<file path="src/rtl/fifo_pkt_writer.sv">
// ============================================================================
//  Module      : fifo_pkt_writer
//  Description : Write-side packet framer for the asynchronous FIFO. Accepts
//                a valid/ready beat stream, writes each beat as an untagged
//                FIFO word and closes every packet with one tagged trailer
//                word {1, trunc, seq[15:0], beats[13:0], xor-csum[31:0]}.
//                Packets longer than MAX_BEATS are truncated; the remaining
//                upstream beats are drained and dropped.
//  Revision    : 1.0 - initial release
// ============================================================================
`default_nettype none

module fifo_pkt_writer #(
    parameter int FIFO_WIDTH = 64,
    parameter int MAX_BEATS  = 1024
) (
    input  logic                  wrclk,
    input  logic                  rrst_n,
    input  logic                  s_valid,
    output logic                  s_ready,
    input  logic [FIFO_WIDTH-2:0] s_data,
    input  logic                  s_last,
    input  logic                  fifo_full,
    output logic                  wr_en,
    output logic [FIFO_WIDTH-1:0] data_in,
    output logic [15:0]           pkt_seq,
    output logic                  trunc_pulse
);

    // Trailer field widths; the word layout assumes a 64-bit FIFO.
    localparam int CNT_W  = 14;
    localparam int CSUM_W = 32;
    localparam int SEQ_W  = 16;

    localparam logic [CNT_W-1:0] MAX_CNT = CNT_W'(MAX_BEATS);

    typedef enum logic [1:0] {
        ST_IDLE    = 2'd0,
        ST_DATA    = 2'd1,
        ST_TRAILER = 2'd2,
        ST_DISCARD = 2'd3
    } state_t;

    state_t                  state;
    logic                    out_vld;
    logic [FIFO_WIDTH-1:0]   out_word;
    logic [CNT_W-1:0]        beat_cnt;
    logic [CSUM_W-1:0]       csum;
    logic                    trunc;

    logic                    slot_free;
    logic                    beat_acc;
    logic                    data_acc;
    logic [CNT_W-1:0]        cnt_next;
    logic                    at_limit;
    logic [FIFO_WIDTH-1:0]   trailer_word;

    // The output register is free when empty or draining into the FIFO this cycle.
    assign slot_free = ~out_vld | ~fifo_full;
    assign wr_en     = out_vld & ~fifo_full;
    assign data_in   = out_word;

    // Upstream handshake: stalled while the trailer is pending, always open while discarding.
    always_comb begin
        s_ready = 1'b0;
        case (state)
            ST_IDLE, ST_DATA: s_ready = slot_free;
            ST_TRAILER:       s_ready = 1'b0;
            ST_DISCARD:       s_ready = 1'b1;
            default:          s_ready = 1'b0;
        endcase
        // Keep the stream closed while the block is held in reset.
        if (!rrst_n) begin
            s_ready = 1'b0;
        end
    end

    assign beat_acc = s_valid & s_ready;
    assign data_acc = beat_acc & ((state == ST_IDLE) | (state == ST_DATA));
    assign cnt_next = beat_cnt + 1'b1;
    // Reaching the limit without s_last forces truncation (covers MAX_BEATS==1 from IDLE).
    assign at_limit = (cnt_next == MAX_CNT);

    assign trailer_word = {1'b1, trunc, pkt_seq[SEQ_W-1:0], beat_cnt, csum};

    // Framing FSM with the output word register, counters and checksum.
    always_ff @(posedge wrclk or negedge rrst_n) begin
        if (!rrst_n) begin
            state       <= ST_IDLE;
            out_vld     <= 1'b0;
            out_word    <= '0;
            beat_cnt    <= '0;
            csum        <= '0;
            pkt_seq     <= '0;
            trunc       <= 1'b0;
            trunc_pulse <= 1'b0;
        end else begin
            trunc_pulse <= 1'b0;

            // A word handed to the FIFO frees the slot unless reloaded below.
            if (wr_en) begin
                out_vld <= 1'b0;
            end

            case (state)
                ST_IDLE, ST_DATA: begin
                    if (data_acc) begin
                        out_word <= {1'b0, s_data};
                        out_vld  <= 1'b1;
                        beat_cnt <= cnt_next;
                        csum     <= csum ^ s_data[CSUM_W-1:0];
                        if (s_last) begin
                            trunc <= 1'b0;
                            state <= ST_TRAILER;
                        end else if (at_limit) begin
                            trunc <= 1'b1;
                            state <= ST_TRAILER;
                        end else begin
                            state <= ST_DATA;
                        end
                    end
                end

                ST_TRAILER: begin
                    if (slot_free) begin
                        out_word    <= trailer_word;
                        out_vld     <= 1'b1;
                        pkt_seq     <= pkt_seq + 1'b1;
                        beat_cnt    <= '0;
                        csum        <= '0;
                        trunc_pulse <= trunc;
                        state       <= trunc ? ST_DISCARD : ST_IDLE;
                    end
                end

                ST_DISCARD: begin
                    // Remaining beats of a truncated packet are consumed without writes.
                    if (beat_acc && s_last) begin
                        state <= ST_IDLE;
                    end
                end

                default: begin
                    state <= ST_IDLE;
                end
            endcase
        end
    end

endmodule

`default_nettype wire

</file>
<file path="config.mk">
export PLATFORM = sky130hd
export DESIGN_NAME = fifo_pkt_writer
export DESIGN_NICKNAME = d
export VERILOG_FILES = /design/src/rtl/fifo_pkt_writer.sv
export SDC_FILE = /design/constraint.sdc
export NUM_CORES = 1
export LEC_CHECK = 0
export CAP_MARGIN = 10
export CORE_AREA = 4 4 114 116
export CTS_BUF_LIST = sky130_fd_sc_hd__clkbuf_4 sky130_fd_sc_hd__clkbuf_8
export DETAILED_ROUTE_END_ITERATION = 10
export DIE_AREA = 0 0 118 120
export GPL_ROUTABILITY_DRIVEN = 0
export PLACE_DENSITY = 0.82
export SYNTH_ARGS = -nofsm -noshare
export SYNTH_HDL_FRONTEND = slang
export SYNTH_SLANG_ARGS = --single-unit
</file>
<file path="constraint.sdc">
create_clock -name wrclk -period 3.3 [get_ports wrclk]
set_clock_uncertainty 0.05 [all_clocks]
set_input_delay 0.33 -clock wrclk [delete_from_list [all_inputs] [get_ports wrclk]]
set_output_delay 0.33 -clock wrclk [all_outputs]
set_load 0.01 [all_outputs]
</file>
Yosys cells after proc, flatten, opt, wreduce, memory -nomap -nowiden

Cells that the tools add are included.

Word-level logic and storage cells: 60
Bits of input ports: 68
Bits in registers: 131
Output and inout port bits: 83

Reductions and logical operators: 9
Bitwise operators: 8
Add/sub/neg operators: 2
Multiplexer cells: 26
Equality and inequality tests: 7

Operators by type and width:

| operator                                               | count |
|---|---|
| 2-to-1 mux 64 bit                                      | 2 |
| one-hot mux 64 bit (2 select lines)                    | 1 |
| 2-to-1 mux 32 bit                                      | 2 |
| one-hot mux 32 bit (2 select lines)                    | 1 |
| XOR 32 bit                                             | 1 |
| 2-to-1 mux 14 bit                                      | 2 |
| one-hot mux 14 bit (2 select lines)                    | 1 |
| adder 16 x 1 -> 16 bit (second input constant)         | 1 |
| adder 14 x 1 -> 14 bit (second input constant)         | 1 |
| equality test 14 x 11 -> 1 bit (second input constant) | 1 |
| 2-to-1 mux 2 bit                                       | 6 |
| AND reduction 3 bit                                    | 3 |
| 2-to-1 mux 1 bit                                       | 8 |
| != test 2 bit (second input constant)                  | 3 |
| one-hot mux 2 bit (3 select lines)                     | 1 |
| equality test 2 bit (second input constant)            | 2 |
| nonzero test 2 bit                                     | 2 |
| AND 1 bit                                              | 3 |
| one-hot mux 1 bit (3 select lines)                     | 1 |
| equality test 2 x 1 -> 1 bit (second input constant)   | 1 |
| zero test 2 bit                                        | 1 |
| NOT 1 bit                                              | 2 |
| OR 1 bit                                               | 2 |
| one-hot mux 1 bit (2 select lines)                     | 1 |
| other kinds (3)                                        | 3 |

Logic depth before layout (Yosys ltp)

Depth after elaboration: 8
Mapped depth: 8
Gate-level depth less buffers: 7

Least setup slack after synthesis

No wires, ideal clock.

Path type: reg2reg
From: register beat_cnt[0]
To: register trunc
Clock period less this slack: 2.533 ns
Setup time: 0.078 ns
Buffers on the path: 1
Arrival: 2.405 ns
Path slack: 0.767 ns
Required time: 3.172 ns
Stages on the path, launching flop included: 9
Cell sequence: dfrtp_1 ha_1 buf_4 and4_1 and2_4 xor2_1 or4_4 or4_4 a21boi_1

Longest elaborated chain between the ends: 4

RTL lines:

| element                              | line | source |
|---|---|---|
| start: declaration                   | 47   | `logic [CNT_W-1:0] beat_cnt;` |
| start signal: assignment             | 110  | `beat_cnt <= cnt_next;` |
| adder 14 x 1 -> 14 bit               | 80   | `assign cnt_next = beat_cnt + 1'b1;` |
| equality test 14 x 11 -> 1 bit       | 82   | `assign at_limit = (cnt_next == MAX_CNT);` |
| nonzero test 2 bit (no source line)  | n/a  |  |
| AND reduction 3 bit (no source line) | n/a  |  |
| end signal: assignment               | 95   | `trunc <= 1'b0;` |
| end signal: assignment               | 113  | `trunc <= 1'b0;` |
| end signal: assignment               | 116  | `trunc <= 1'b1;` |
| end: declaration                     | 49   | `logic trunc;` |

No other way between the ends.
A chain may end at the register's enable or synchronous reset.

Worst setup path after layout

Ends and elaborated chain as after synthesis.

==> results_dict.tcl <==
set metrics [dict create \
    die_h_um 120 \
    crit_required_ns 3.61 \
    place_ws_ns 0.5891 \
    grt_pass1_vias 5484 \
    dp.final_hpwl_um 10800 \
    min_period_ns 2.810 \
    nets 872 \
    clk_path_buf_depth 2 \
    post_cts_buffers 0 \
    grt_max_degree 101 \
    initial_utilization 0.5084 \
    grt_antenna_before_repair 0 \
    cts-resized-gates 0 \
    combPwrFrac 0.408 \
    antennaDiodeCount 0 \
    period_share 0.8516 \
    worstMarginPinSlew_ns 0.8503 \
    hold_class "in2async" \
    drv_cap 0 \
    cts.sinks 131 \
    leakage_nw 3.444 \
    yosys_warnings 0 \
    num_rows 40 \
    die_w_um 118 \
    final_cell_mix "nand2_1, clkdlybuf4s50_1, dfrtp_1" \
    crit_path_start_kind "flop" \
    io_buffers 150 \
    final_common_cell "nand2_1" \
    cpPeakStageDelay_ns 0.53 \
    fill_cells 932 \
    p_per_area_nw_per_um2 869.4 \
    wl_per_cell_um 16.63 \
    cp_slowest_cell "or4_4" \
    num_vias 5352 \
    num_io_pins 151 \
    slew_violations 0 \
    fmax_mhz 355.8 \
    holdWs_ns 0.02999 \
    cts-root-buf "clkbuf_8" \
    ys_seq_area_frac 0.5413 \
    status "completed" \
    synth_cell_types 43 \
    track_usage 0.2308 \
    p_seq_frac 0.387 \
    drive_gt1_frac 0.06519 \
    htreeDepth 4 \
    rsz0062_at_grt "false" \
    avgSynthCellArea_um2 9.052 \
    cp_top_family "simple AND/OR/NAND/NOR gates" \
    vdd_drop_max_v 0.0004513 \
    hold_violations 0 \
    cts_hold_buf 0 \
    finalWirelength_um 15960 \
    drc 0 \
    ys_ff_latch 131 \
    drt_iter0_markers 584 \
    critPathBufInv 0 \
    syn2layout_area_growth_pct 33.43 \
    clkPwrFrac 0.205 \
    crit_path_end_kind "flop" \
    firstDrtPassIters 5 \
    ant_nets 0 \
    tns_ns 0 \
    clk_pin_slew_ns 0.07 \
    crit_fanout 10 \
    cpMostUsedCell "or4_4" \
    setup_violations 0 \
    switching_share 0.3644 \
    synth_flop_cell "dfrtp_1" \
    syn_area_um2 6056 \
    viasPerCell 5.575 \
    synth-edff-count 0 \
    path_class "reg2reg" \
    synth_cells 669 \
    fin_ws_ns 0.4896 \
    grt_pass1_wl_um 26480 \
    post-route-util 0.6784 \
    cts_tree "built" \
    core_area_um2 11910 \
    cts_buffers 17 \
    synthArstFlopShare 1.000 \
    slew_headroom 0.4332 \
    clkLatencyLatePin_ns 0.44 \
    syn_nets 740 \
    critPathArrivalTime_ns 3.12 \
    globalRouteOverflowTotal 0 \
    cp_cell_sequence "ha_1, and4_1, and2_4, xor2_1, or4_4, or4_4, a21boi_1" \
    intPower_w 0.004465 \
    switching_power_w 0.002560 \
    die_area_um2 14160 \
]
synthesized netlist by cell type (all sizes together), types with 2 or more instances:
master | count | area, um2
nor2b | 2 | 12.51
or4 | 2 | 22.52
dfrtp | 131 | 3278
nand2 | 158 | 593.1
o22ai | 21 | 131.4
a21oi | 22 | 110.1
inv | 2 | 7.510
and2 | 2 | 15.02
clkbuf | 35 | 131.4
o21ai | 23 | 115.1
a22oi | 3 | 22.52
mux2i | 2 | 20.02
and4 | 7 | 61.31
nand3 | 13 | 65.06
nand4 | 10 | 77.57
xnor2 | 14 | 122.6
xor2 | 36 | 315.3
o31ai | 4 | 30.03
buf | 12 | 68.81
ha | 3 | 37.54
and3 | 4 | 25.02
a31oi | 47 | 294.0
nor2 | 102 | 382.9
cell families after synthesis:
logic type / count (synthesis) / share of synthesized area
compound gates: 127 / 0.1271
simple gates: 307 / 0.2155
mux: 2 / 0.003306
buf+inv: 49 / 0.03430
xor+xnor: 50 / 0.07231
fa+ha+maj: 3 / 0.006199
flops: 131 / 0.5413
state kept, by name, summed over array words and instances (netlist names):
signal / count
trunc_pulse: 1
out_vld: 1
state: 2
trunc: 1
csum: 32
data_in: 64
beat_cnt: 14
pkt_seq: 16
metrics by stage:
stage	total power, W	cells	area (um2)
after global routing	0.007511	960	8080
final	0.007025	960	8080
after floorplan	0.004195	669	6056
after global placement	0.005478	929	7656
after detailed placement	0.005601	929	7656
after CTS	0.007072	960	8080
path summary, 6_finish.rpt:
check / startpoint / end / slack, ns / cells past startpoint
worst max-delay path: beat_cnt[0] / trunc / 0.49 / 7
worst min-delay path: rrst_n / out_vld / 0.03 / 2
worst max register to register: beat_cnt[0] / trunc / 0.49 / 7
worst min register to register: data_in[63] / data_in[63] / 0.43 / 2
max in group asynchronous: rrst_n / data_in[28] / 2.59 / 2
min in group wrclk: rrst_n / state[0] / 0.31 / 5
per-layer routing:
layer | up-vias | part of all wire | global-route usage
met4 | 0 | 0.021 | 0.08938
met5 | - | 0 | 0
li1 | 2527 | - | -
met3 | 29 | 0.066 | 0.07493
met2 | 191 | 0.48 | 0.3784
met1 | 2605 | 0.43 | 0.2852
cell type report:
class | count | area, um2 | area share
Clock buffer | 23 | 297.8 | 0.03685
Tap cell | 147 | 183.9 | 0.02276
Multi-Input combinational cell | 489 | 2596 | 0.3213
Sequential cell | 131 | 3278 | 0.4057
Timing Repair Buffer | 160 | 1590 | 0.1968
Clock inverter | 8 | 126.4 | 0.01564
Inverter | 2 | 7.507 | 0.0009291
power groups by stage:
stage               clock network [W]  registers, W  logic, W
floorplan                           0       0.00284   0.00136
global placement                    0       0.00270   0.00278
detailed placement                  0       0.00272   0.00288
CTS                           0.00146       0.00271   0.00290
global route                  0.00154       0.00280   0.00317
finish                        0.00144       0.00272   0.00287
(Power assumes the default switching activity.)
